**config.mk**
```make
export PLATFORM = sky130hd
export DESIGN_NAME = hazard_ctrl
export DESIGN_NICKNAME = d
export VERILOG_FILES = /design/src/rtl/hazard_ctrl.sv
export SDC_FILE = /design/constraint.sdc
export NUM_CORES = 1
export LEC_CHECK = 0
export BUFFER_PORTS_ARGS = -buffer_cell sky130_fd_sc_hd__buf_2
export CORE_AREA = 2 2 75 92
export DETAILED_ROUTE_END_ITERATION = 16
export DIE_AREA = 0 0 77 94
export HOLD_SLACK_MARGIN = 0.06
export PLACE_DENSITY = 0.66
export SLEW_MARGIN = 20
export SYNTH_ARGS = -nofsm -noshare
export SYNTH_HDL_FRONTEND = slang
export SYNTH_SLANG_ARGS = --single-unit
```
**constraint.sdc**
```tcl
create_clock -name clk -period 2.4 [get_ports clk]
set_clock_uncertainty 0.2 [all_clocks]
set_input_delay 0 -clock clk [delete_from_list [all_inputs] [get_ports clk]]
set_output_delay 0 -clock clk [all_outputs]
set_load 0.01 [all_outputs]
```
**src/rtl/hazard_ctrl.sv**
```systemverilog
// hazard_ctrl: stall/flush, forwarding selects and MDU busy window
// for the 5-stage pipeline; shadows the E/M/W destination info.
module hazard_ctrl #(
    parameter int MULT_LAT = 5,
    parameter int DIV_LAT  = 10
) (
    input  logic       clk,
    input  logic       reset,
    input  logic [4:0] d_rs,
    input  logic [4:0] d_rt,
    input  logic [1:0] d_tuse_rs,
    input  logic [1:0] d_tuse_rt,
    input  logic [4:0] d_a3,
    input  logic [1:0] d_tnew,
    input  logic       d_md,
    input  logic       d_md_div,
    input  logic       d_hilo,
    output logic       stall_fd,
    output logic       flush_de,
    output logic [1:0] fwd_d_rs,
    output logic [1:0] fwd_d_rt,
    output logic [1:0] fwd_e_rs,
    output logic [1:0] fwd_e_rt,
    output logic       fwd_m_rt,
    output logic       md_busy
);

    logic [4:0] e_rs_q, e_rs_d;
    logic [4:0] e_rt_q, e_rt_d;
    logic [4:0] e_a3_q, e_a3_d;
    logic [1:0] e_tnew_q, e_tnew_d;
    logic       e_md_q, e_md_d;
    logic       e_div_q, e_div_d;
    logic [4:0] m_rt_q, m_rt_d;
    logic [4:0] m_a3_q, m_a3_d;
    logic [1:0] m_tnew_q, m_tnew_d;
    logic [4:0] w_a3_q, w_a3_d;
    logic [3:0] cnt_q, cnt_d;

    logic data_stall;
    logic mdu_stall;
    logic busy_raw;
    logic stall;

    // A source stalls when a producer in E or M finishes too late for it.
    function automatic logic src_hazard(
        input logic [4:0] r,
        input logic [1:0] tuse,
        input logic [4:0] ea3,
        input logic [1:0] etn,
        input logic [4:0] ma3,
        input logic [1:0] mtn
    );
        return (r != 5'd0) && (tuse != 2'd3) &&
               (((r == ea3) && (tuse < etn)) ||
                ((r == ma3) && (tuse < mtn)));
    endfunction

    // Nearest matching stage decides; it forwards only if its value exists.
    function automatic logic [1:0] d_sel(
        input logic [4:0] r,
        input logic [4:0] ea3,
        input logic [1:0] etn,
        input logic [4:0] ma3,
        input logic [1:0] mtn,
        input logic [4:0] wa3
    );
        logic [1:0] sel;
        sel = 2'd0;
        priority case (1'b1)
            (r == 5'd0): sel = 2'd0;
            (r == ea3):  sel = (etn == 2'd0) ? 2'd1 : 2'd0;
            (r == ma3):  sel = (mtn == 2'd0) ? 2'd2 : 2'd0;
            (r == wa3):  sel = 2'd3;
            default:     sel = 2'd0;
        endcase
        return sel;
    endfunction

    // E-stage operand: a ready M result beats the W result.
    function automatic logic [1:0] e_sel(
        input logic [4:0] r,
        input logic [4:0] ma3,
        input logic [1:0] mtn,
        input logic [4:0] wa3
    );
        logic [1:0] sel;
        sel = 2'd0;
        priority case (1'b1)
            (r == 5'd0):                     sel = 2'd0;
            ((r == ma3) && (mtn == 2'd0)):   sel = 2'd2;
            (r == wa3):                      sel = 2'd3;
            default:                         sel = 2'd0;
        endcase
        return sel;
    endfunction

    // Stall decision and output selects, all forced low while in reset.
    always_comb begin
        busy_raw   = e_md_q | (cnt_q != 4'd0);
        data_stall = src_hazard(d_rs, d_tuse_rs, e_a3_q, e_tnew_q,
                                m_a3_q, m_tnew_q) |
                     src_hazard(d_rt, d_tuse_rt, e_a3_q, e_tnew_q,
                                m_a3_q, m_tnew_q);
        mdu_stall  = (d_md | d_hilo) & busy_raw;
        stall      = ~reset & (data_stall | mdu_stall);
        stall_fd   = stall;
        flush_de   = stall;
        md_busy    = ~reset & busy_raw;
        fwd_d_rs   = 2'd0;
        fwd_d_rt   = 2'd0;
        fwd_e_rs   = 2'd0;
        fwd_e_rt   = 2'd0;
        fwd_m_rt   = 1'b0;
        if (!reset) begin
            fwd_d_rs = d_sel(d_rs, e_a3_q, e_tnew_q,
                             m_a3_q, m_tnew_q, w_a3_q);
            fwd_d_rt = d_sel(d_rt, e_a3_q, e_tnew_q,
                             m_a3_q, m_tnew_q, w_a3_q);
            fwd_e_rs = e_sel(e_rs_q, m_a3_q, m_tnew_q, w_a3_q);
            fwd_e_rt = e_sel(e_rt_q, m_a3_q, m_tnew_q, w_a3_q);
            fwd_m_rt = (m_rt_q != 5'd0) && (m_rt_q == w_a3_q);
        end
    end

    // Next shadow state: bubble into E on stall, age tnew into M.
    always_comb begin
        e_rs_d   = stall ? 5'd0 : d_rs;
        e_rt_d   = stall ? 5'd0 : d_rt;
        e_a3_d   = stall ? 5'd0 : d_a3;
        e_tnew_d = stall ? 2'd0 : d_tnew;
        e_md_d   = stall ? 1'b0 : d_md;
        e_div_d  = stall ? 1'b0 : d_md_div;
        m_rt_d   = e_rt_q;
        m_a3_d   = e_a3_q;
        m_tnew_d = (e_tnew_q == 2'd0) ? 2'd0 : e_tnew_q - 2'd1;
        w_a3_d   = m_a3_q;
        cnt_d    = cnt_q;
        if (e_md_q) begin
            cnt_d = e_div_q ? 4'(DIV_LAT) : 4'(MULT_LAT);
        end else if (cnt_q != 4'd0) begin
            cnt_d = cnt_q - 4'd1;
        end
    end

    // Shadow registers and MDU counter; reset beats every update.
    always_ff @(posedge clk) begin
        if (reset) begin
            e_rs_q   <= 5'd0;
            e_rt_q   <= 5'd0;
            e_a3_q   <= 5'd0;
            e_tnew_q <= 2'd0;
            e_md_q   <= 1'b0;
            e_div_q  <= 1'b0;
            m_rt_q   <= 5'd0;
            m_a3_q   <= 5'd0;
            m_tnew_q <= 2'd0;
            w_a3_q   <= 5'd0;
            cnt_q    <= 4'd0;
        end else begin
            e_rs_q   <= e_rs_d;
            e_rt_q   <= e_rt_d;
            e_a3_q   <= e_a3_d;
            e_tnew_q <= e_tnew_d;
            e_md_q   <= e_md_d;
            e_div_q  <= e_div_d;
            m_rt_q   <= m_rt_d;
            m_a3_q   <= m_a3_d;
            m_tnew_q <= m_tnew_d;
            w_a3_q   <= w_a3_d;
            cnt_q    <= cnt_d;
        end
    end

endmodule
```
Word level (Yosys, flattened, before mapping) --
Index checks and enable logic that the tools add are counted.
Word-level totals: register bits after elaboration 40, bits in latches 0, memory bits (writable) 0, memory bits (read-only) 0, input port bits 26, output and inout port bits 12, word-level logic and storage cells 88, memories 0
Cells by class: add/subtract/negate cells 2, multiply operators 0, div/mod/pow operators 0, order comparisons 4, equal/unequal tests 13, shift operators 0, mux-type cells 24, bitwise gates (word level) 8, reduce and logical (&&, ||, !) cells 26
Operators with widths (number):
- equality test 5 bit | 11
- 2-to-1 mux 2 bit | 19
- logical NOT 5 bit | 4
- nonzero test 5 bit | 3
- 2-to-1 mux 4 bit | 3
- logical AND 1 bit | 11
- less-than comparator 2 bit | 4
- logical NOT 2 bit | 2
- inequality test 2 bit, second input constant | 2
- bitwise OR 1 bit | 4
- nonzero test 4 bit | 1
- OR reduction 2 bit | 2
- subtractor 4 x 1 -> 4 bit, second input constant | 1
- AND 1 bit | 3
- logical OR 1 bit | 2
- 2-to-1 mux 1 bit | 2
- nonzero test 2 bit | 1
- subtractor 2 x 1 -> 2 bit, second input constant | 1
- inverter 1 bit | 1

Logic depth before layout (Yosys ltp) --
Gate-level depths: netlist (run 1).
depth after elaboration 8, mapped depth 8, gate-level depth less buffers 7

Worst setup path after synthesis (run 1) --
Ideal clock, no wire load.
path kind reg2out, start point reg e_tnew_q[1], end point out stall_fd, data arrival time 1855 ps, data required time 2200 ps, slack 345 ps, cell stages (with the launch flop) 9, cells stage by stage dfxtp_1 > inv_1 > ha_1 > o21ai_0 > or4b_4 > a221oi_4 > buf_6 > o31a_1 > buf_4
Between the ends: word-level cells in the longest chain between the ends 7
Ends and longest elaborated chain:
- from (decl) | RTL line 31 | logic [1:0] e_tnew_q, e_tnew_d;
- from (signal assigned) | RTL line 164 | e_tnew_q <= e_tnew_d;
- less-than comparator 2 bit | RTL line 55 | (((r == ea3) && (tuse < etn)) ||
- logical AND 1 bit | RTL line 55
- logical OR 1 bit | RTL line 55
- logical AND 1 bit | RTL line 54 | return (r != 5'd0) && (tuse != 2'd3) &&
- bitwise OR 1 bit (*) | RTL line 102 | m_a3_q, m_tnew_q) |
- bitwise OR 1 bit (*) | RTL line 106 | stall = ~reset & (data_stall | mdu_stall);
- AND 1 bit (*) | RTL line 106
- to (decl) | RTL line 18 | output logic stall_fd,
Mark *: on every way between the ends. The rest lies on a longest branch, timed or not.

Worst setup path in the final report (run 1) --
start point reg e_a3_q[1], end point out stall_fd
Between the ends: word-level cells in the longest chain between the ends 7
Ends and longest elaborated chain:
- from (decl) | RTL line 30 | logic [4:0] e_a3_q, e_a3_d;
- from (signal assigned) | RTL line 151 | e_a3_q <= 5'd0;
- from (signal assigned) | RTL line 163 | e_a3_q <= e_a3_d;
- equality test 5 bit | RTL line 55
- logical AND 1 bit | RTL line 55
- logical OR 1 bit | RTL line 55
- logical AND 1 bit | RTL line 54
- bitwise OR 1 bit (*) | RTL line 102
- bitwise OR 1 bit (*) | RTL line 106
- AND 1 bit (*) | RTL line 106
Marks and branches as above.

==> results of run 1 <==
[registers in the layout, summed over array words and instances (netlist names)]
| signal | cells |
|---|---|
| e_rs_q | 5 |
| e_rt_q | 5 |
| w_a3_q | 5 |
| e_a3_q | 5 |
| m_rt_q | 5 |
| e_div_q | 1 |
| m_a3_q | 5 |
| e_tnew_q | 2 |
| cnt_q | 4 |
| e_md_q | 1 |
| m_tnew_q | 2 |
[repair_timing]
item | CTS | global route
endpoints found under the setup margin | 2 | 6
pin swaps | 5 | 6
endpoints found under the hold margin | 38 | 1
setup buffers | 2 | 1
gates cloned | 1 | 1
hold buffers | 21 | 1
resized for setup | 6 | 19
[through the flow]
step | setup slack (ns) | std cells | total power, W
floorplan | 0.345 | 272 | 0.00157
global placement | 0.339 | 379 | 0.00176
detailed placement | 0.295 | 379 | 0.00179
CTS | 0.000594 | 410 | 0.00224
global route | -0.0526 | 412 | 0.00244
finish | 0.0523 | 412 | 0.00227
[worst max-delay path, stage by stage (launching register included)]
cell and delay [ns]:
dfxtp_4 0.36, xnor2_2 0.14, nand2_2 0.10, or4b_4 0.53, a221oi_4 0.30, buf_12 0.14, o31a_1 0.13, buf_2 0.14
[placed cells by master, fill, tap and decap left out, types with 5 or more instances in the layout]
cell type      synthesis  layout
dfxtp_2                0       8
buf_2                  7      37
buf_4                  2      10
clkbuf_8               0       5
xor2_1                29      29
nor4_1                 7       7
nor2_1                18      17
xnor2_1               27      24
inv_1                  7       6
ha_1                   7       6
dfxtp_1               40      31
nor2b_1               16      16
a21oi_1                5       5
nand3_1               28      27
nor3_1                27      26
dlygate4sd3_1          0      21
[report_power, final]
group / leakage (nW) / internal, W / switching, W
logic: 0.961 / 0.000450 / 0.000484
registers: 0.331 / 0.000786 / 0.000125
clock network: 0.0410 / 0.000198 / 0.000225
[routing by layer]
metal | global-route usage, % | up-vias | share of wire, %
li1 | - | 1036 | -
met1 | 19.8 | 1010 | 40
met2 | 33.3 | 60 | 53
met3 | 2.98 | 13 | 5.6
met4 | 5.80 | 0 | 1.7
met5 | 0 | - | 0
[cells by family (layout without fill, tap and decap cells)]
group	count (synthesis)	in the layout	share of synthesized area [%]
buf+inv	31	86	6.30
mux	2	2	0.854
fa+ha+maj	7	7	3.74
xor+xnor	57	57	21.6
simple gates	113	113	25.8
compound gates	22	22	7.58
flops	40	40	34.2
[area by class of cell]
cell class	count	share of cell area [%]
tap	85	3.51
sequential	40	26.9
clock buffer	6	2.39
clock inverter	1	0.165
inverter	7	0.867
multi-input combinational	201	48.2
timing repair buffer	72	18.0
[path summary, 6_finish.rpt]
check	slack, ns	end	start	depth (start not counted)
setup reg to reg	0.17	e_rt_q[2]	e_a3_q[1]	7
hold reg to reg	0.25	m_tnew_q[0]	e_tnew_q[0]	1
hold / removal	0.07	e_tnew_q[1]	d_tuse_rt[0]	4
setup / recovery	0.05	stall_fd	e_a3_q[1]	7
==> results.toml, run 1 <==
[run_status]
status = "finished clean"

[setup_path]
critPathKind = "reg2out"
critPathRequiredTime_ns = 2.20
crit_path_start_kind = "flip-flop"
crit_fanout = 3
endpoint_kind = "output port"
arrival_ns = 2.15

[drt]
vias = 2119
final_antenna_net_count = 0
finalWirelength_um = 6350
routed_via_density = 5.14
drc = 0
wl_per_cell_um = 15.4
drtPass1Iterations = 4
drtIter0Drc = 80

[global_routing]
grt_max_degree = 25
grt_pass1_wl_um = 9780
gr-usage-all-layers_pct = 17.5
grt_overflow_total = 0
antenna_found_initial = 0
grt_pass1_vias = 1985

[place]
gp_congestion = 0.784
dp_hpwl_um = 4280
placed_cell_area_mm2 = 0.00260
place.port_buffers = 37

[yosys]
synth_top_area_share_pct = 34.2
syn_area_per_cell_um2 = 8.62
synth-async-reset-ratio_pct = 0
yosysMostFrequentCell = "dfxtp_1"
syn_inst = 272
yosysWarnings = 0
synth_area_leaders = "dfxtp_1, xor2_1, xnor2_1, nand3_1, nor3_1"
ys.flop_type = "dfxtp_1"
synth-edff-count = 0
ys_ff_latch = 40
netlist_area_mm2 = 0.00234
synth-seq-area-share_pct = 34.2
yosysTopAreaCell = "dfxtp_1"
yosysUniqueCellTypes = 36
synth_fp_nets = 305
netlist_top_cells_count = "dfxtp_1, xor2_1, nand3_1"

[sta]
holdWs_ns = 0.0657
layout_worst_path_cycle_share_pct = 97.8
slew_violations = 0
tightest_slew_ns = 0.708
max_freq_mhz = 426
tns_ns = 0
grt_setup_unrepaired = "yes"
period_needed_ns = 2.35
finalHoldViolations = 0
setup_viol = 0
slew_headroom_pct = 52.7

[clock_network]
clockBufferDepth = 2
htreeDepth = 2
cts.sinks = 40
cts_tree = "built"
clk_pin_slew_ns = 0.08
cts_buffers = 5
clk_latency_ns = 0.30
cts-root-buf = "clkbuf_8"

[finish]
drive_above_1_share_pct = 25.7
post-route-util_pct = 47.9
seq_area_um2 = 815
layout.nets = 360
antennaDiodeCount = 0
fillCellCount = 636
multi_input_area_mm2 = 0.00146
fin_area_mm2 = 0.00303
area_growth_pct = 29.3

[worst_hold_path]
hp-class = "in2reg"

[floorplan]
die_area_mm2 = 0.00724
initial_core_util_pct = 37.1
std_cell_rows = 32
die-width_um = 77
boundaryPins = 38
die-height_um = 94
core_mm2 = 0.00633

[power_and_ir_drop]
p_leak_nw = 1.33
powerDensity_mw_per_mm2 = 748
ir_drop_v = 0.000706

[job]
drv_cap = 0
No activity file was read; power rests on OpenSTA's default activity.
==> run 2: changes to the inputs <==
--- a/constraint.sdc
+++ b/constraint.sdc
@@ -4,2 +4,2 @@
 set_output_delay 0 -clock clk [all_outputs]
-set_load 0.01 [all_outputs]
+set_load 0.02 [all_outputs]
==> run 2 against run 1 <==
Via count is 1.1% lower. First-iteration DRC count fell by 16%. Die area is the same. Design area rose by 1.3%. Register-to-register slack improved by 0.03 ns. Fmax fell by 0.19%. Hold slack got worse by 0.050 ns. Global-route usage shrank 0.74 points. Combinational power is 7% higher. Clock-buffer cell count decreased by 1.
==> results.toml, run 2 (synthesis results as in run 1) <==
[global_routing]
grt_max_degree = 25
grt_pass1_vias = 1936
antenna_found_initial = 0
grt_overflow_total = 0
gr-usage-all-layers_pct = 16.8
grt_pass1_wl_um = 9500

[place]
place_inst = 385
place.port_buffers = 37
dp_hpwl_um = 4540
place_ws_ns = 0.221
gp_congestion = 0.815

[clock_network]
cts_tree = "built"
htreeDepth = 2
clockBufferDepth = 2
cts-root-buf = "clkbuf_8"
clk_latency_ns = 0.29
cts_buffers = 5
clk_pin_slew_ns = 0.08
cts.sinks = 40

[job]
drv_cap = 0

[sta]
layout_worst_path_cycle_share_pct = 98.0
grt_setup_unrepaired = "yes"
period_needed_ns = 2.35
setup_slack_ns = 0.0478
slew_headroom_pct = 65.4
slew_violations = 0
max_freq_mhz = 425
tightest_slew_ns = 0.519
setup_viol = 0
finalHoldViolations = 0

[finish]
layout.nets = 364
seq_area_um2 = 808
antennaDiodeCount = 0
area_growth_pct = 30.9
stdcell_count = 416
drive_above_1_share_pct = 24.5
final_common_cell = "dfxtp_1"
post-route-util_pct = 48.5
layout_common_cells = "dfxtp_1, buf_2, xor2_1, nand3_1, nor3_1"
multi_input_area_mm2 = 0.00146
fillCellCount = 642

[power_and_ir_drop]
ir_drop_v = 0.000579
p_sw_w = 0.000883
p_sw_share_pct = 37.7
power_frac_seq_pct = 38.8
powerDensity_mw_per_mm2 = 763
p_int_w = 0.00146
p_leak_nw = 1.39
comb_power_share_pct = 42.8
power.share.clock_pct = 18.3

[drt]
final_antenna_net_count = 0
drc = 0
vias = 2095
routed_via_density = 5.04
finalWirelength_um = 6090
drtIter0Drc = 67
wl_per_cell_um = 14.6
drtPass1Iterations = 4

[setup_path]
crit_path_max_incr_delay_ns = 0.51
critPathKind = "reg2out"
slowest_stage = "or4b_4"
crit_fanout = 3
critPathRequiredTime_ns = 2.20
path_cells = "xnor2_2, nand3_2, or4b_4, a221oi_4, o31a_1, buf_6"
endpoint_kind = "output port"
crit_path_start_kind = "flip-flop"
arrival_ns = 2.15

[floorplan]
die-height_um = 94
die-width_um = 77
initial_core_util_pct = 37.1
boundaryPins = 38
die_area_mm2 = 0.00724
std_cell_rows = 32
core_mm2 = 0.00633

[run_status]
status = "finished clean"

[worst_hold_path]
hp-class = "in2reg"
run 2: changes by cell type in the layout (fill, tap and decap cells not counted), moves of 2 or more:
cell / change
buf_6: +2
dfxtp_2: -2
dlymetal6s4s_1: +4
buf_4: +8
dfxtp_1: +3
buf_2: -7
run 2: repair_timing:
action,CTS,global route
buffers inserted,0,3
resized for setup,1,30
hold buffers,23,2
endpoints found under the hold margin,38,2
pin swaps,0,3
endpoints found under the setup margin,1,6
run 2: critical path, delay by kind of cell, from the launching register on:
family	cells	cell delay, ns
compound gates	2	0.59
xor+xnor	1	0.18
buf+inv	1	0.14
flops	1	0.35
simple gates	2	0.61
run 2: path summary, 6_finish.rpt:
check,cells past startpoint,endpoint,startpoint,slack [ns]
hold reg to reg,1,m_tnew_q[0],e_tnew_q[0],0.27
setup / recovery,6,stall_fd,e_a3_q[2],0.05
hold / removal,3,e_rs_q[3],d_rs[3],0.02
setup reg to reg,7,e_rt_q[1],e_a3_q[2],0.20
run 2: metrics by stage:
stage	hold slack, ns	instance area [µm²]	TNS (ns)	total power, W
final	0.0158	3070	0	0.00234
after global routing	0.0632	3070	-0.125	0.00250
after CTS	0.0695	2950	0	0.00230
after detailed placement	0.0629	2630	0	0.00184
after global placement	0.0529	2630	0	0.00183
after floorplan	-0.128	2340	0	0.00160
run 2: power by group through the flow:
stage	clock network (W)	logic [W]	registers (W)
floorplan	0	0.000737	0.000863
global placement	0	0.000910	0.000916
detailed placement	0	0.000925	0.000917
CTS	0.000438	0.000962	0.000902
global route	0.000464	0.00111	0.000922
finish	0.000430	0.00100	0.000910
run 2: area by class of cell:
class	instances	area share, %
inverters	7	0.937
multi-input cells	201	47.7
clock inverters	2	0.407
clock buffers	5	2.24
flip-flops and latches	40	26.3
repair buffers	76	18.9
well taps	85	3.46
run 2: layer usage:
layer	global-route usage, %	up-vias	wire, µm
met5	0	-	0
met4	6.10	0	143
met3	2.79	12	216
met2	32.0	52	3160
met1	18.7	988	2570
li1	-	1043	-
==> run 3: changes to the inputs <==
CORE_AREA = 2 2 63 76   (was 2 2 75 92)
DIE_AREA = 0 0 65 78   (was 0 0 77 94)
HOLD_SLACK_MARGIN = 0.12   (was 0.06)
PLACE_DENSITY = 0.87   (was 0.66)
==> run 3 against run 2 <==
The run now ends with setup timing left. Critical path depth unchanged. Total power up 11%. Sequential power up 1%. Routed wire length up 18%. Design area up 0.61%. Combinational power about the same. Worst setup slack worse by 0.15 ns. Fmax down 6.0%. Global-route usage up 10 points. Critical path type unchanged.
==> results.toml, run 3 (synthesis results as in run 1) <==
[run_status]
status = "complete, but fails checks"
violations = "setup timing"

[floorplan]
die_area_mm2 = 0.00507
die-width_um = 65
die-height_um = 78
core_mm2 = 0.00426
std_cell_rows = 26
initial_core_util_pct = 55.0
boundaryPins = 38

[finish]
layout.nets = 362
post-route-util_pct = 72.5
antennaDiodeCount = 0
layout_common_cells = "dfxtp_1, buf_2, xor2_1, nand3_1, nor3_1"
drive_above_1_share_pct = 24.6
fin_area_mm2 = 0.00309
area_growth_pct = 31.8

[power_and_ir_drop]
p_int_w = 0.00166
p_sw_w = 0.000948
powerDensity_mw_per_mm2 = 845
power_frac_seq_pct = 35.3
p_sw_share_pct = 36.3
comb_power_share_pct = 39.6
ir_drop_v = 0.000699
power.share.clock_pct = 25.2
power_w = 0.00261
p_leak_nw = 1.39

[place]
gp_congestion = 0.813
place.port_buffers = 37
dp_hpwl_um = 4210
placed_cell_area_mm2 = 0.00254

[sta]
slew_violations = 0
tns_ns = -0.244
slew_headroom_pct = 62.2
max_freq_mhz = 400
finalHoldViolations = 0
layout_worst_path_cycle_share_pct = 104
grt_setup_unrepaired = "yes"
period_needed_ns = 2.50
setup_viol = 3
tightest_slew_ns = 0.566
holdWs_ns = 0.156
setup_slack_ns = -0.103

[clock_network]
clk_pin_slew_ns = 0.09
clk_latency_ns = 0.31
cts-root-buf = "clkbuf_8"
htreeDepth = 2
cts_buffers = 5
cts.sinks = 40
cts_tree = "built"
clockBufferDepth = 2

[setup_path]
crit_path_start_kind = "flip-flop"
endpoint_kind = "output port"
crit_fanout = 4
critPathRequiredTime_ns = 2.20
crit_family = "compound AO/OA/AOI/OAI gates"
slowest_stage = "a2111oi_1"
critPathBufInv = 1
path_cells = "xnor2_1, nand3_1, a2111oi_1, mux2i_1, nor3_1, buf_2"
crit_path_max_incr_delay_ns = 0.59
arrival_ns = 2.30
critPathKind = "reg2out"

[global_routing]
grt_max_degree = 26
gr-usage-all-layers_pct = 26.9
antenna_found_initial = 0
grt_pass1_wl_um = 10400
grt_pass1_vias = 2203
grt_overflow_total = 0

[job]
drv_cap = 0

[drt]
wl_per_cell_um = 18.7
vias = 2236
drc = 0
routed_via_density = 5.81
finalWirelength_um = 7190
final_antenna_net_count = 0
drtIter0Drc = 143
drtPass1Iterations = 5

[worst_hold_path]
hp-class = "in2reg"
run 3: area by class of cell:
| cell class | instances | area (µm²) |
|---|---|---|
| Timing Repair Buffer | 74 | 582 |
| Fill cell | 276 | 1170 |
| Inverter | 7 | 26.3 |
| Clock buffer | 5 | 68.8 |
| Multi-Input combinational cell | 201 | 1470 |
| Clock inverter | 2 | 60.1 |
| Sequential cell | 40 | 817 |
| Tap cell | 56 | 70.1 |
run 3: tightest hold or removal path, delay by kind of cell:
| family | cells | cell delay (ns) |
|---|---|---|
| and+or+nand+nor | 1 | 0.16 |
| buffers and inverters | 2 | 0.36 |
| AOI/OAI and AO/OA | 1 | 0.09 |
run 3: power by group through the flow:
stage	Sequential [W]	Clock (W)	Combinational, W
3_5_place_dp	0.000922	0	0.000890
2_1_floorplan	0.000863	0	0.000737
3_3_place_gp	0.000916	0	0.000861
5_1_grt	0.000936	0.000670	0.00114
6_report	0.000921	0.000657	0.00103
4_1_cts	0.000910	0.000645	0.000928
run 3: repair_timing:
action,CTS,global route
endpoints found under the setup margin,4,5
hold buffers,24,3
cloned,0,1
hold endpoints to repair,38,3
setup buffers,0,6
gates resized for setup,3,31
pin swaps,2,7
run 3: path summary, 6_finish.rpt:
kind	start	end	slack (ns)	cells past startpoint
hold / removal	d_tuse_rs[1]	e_rt_q[4]	0.16	4
hold reg to reg	e_tnew_q[0]	m_tnew_q[0]	0.28	1
setup / recovery	w_a3_q[2]	fwd_d_rt[0]	-0.10	6
setup reg to reg	e_a3_q[4]	e_a3_q[4]	0.21	6
run 3: through the flow:
stage / cells / setup slack (ns)
floorplan: 272 / 0.227
global placement: 347 / 0.351
detailed placement: 347 / 0.278
CTS: 378 / 0.00464
global route: 385 / -0.160
finish: 385 / -0.103
run 3: layer usage:
metal  wire, µm  up-vias  global-route usage, %
met5          0        -                      0
met4        230        0                   12.3
met3        511       26                   5.36
met2       3770      115                   48.0
met1       2670     1052                   30.0
li1           -     1043                      -
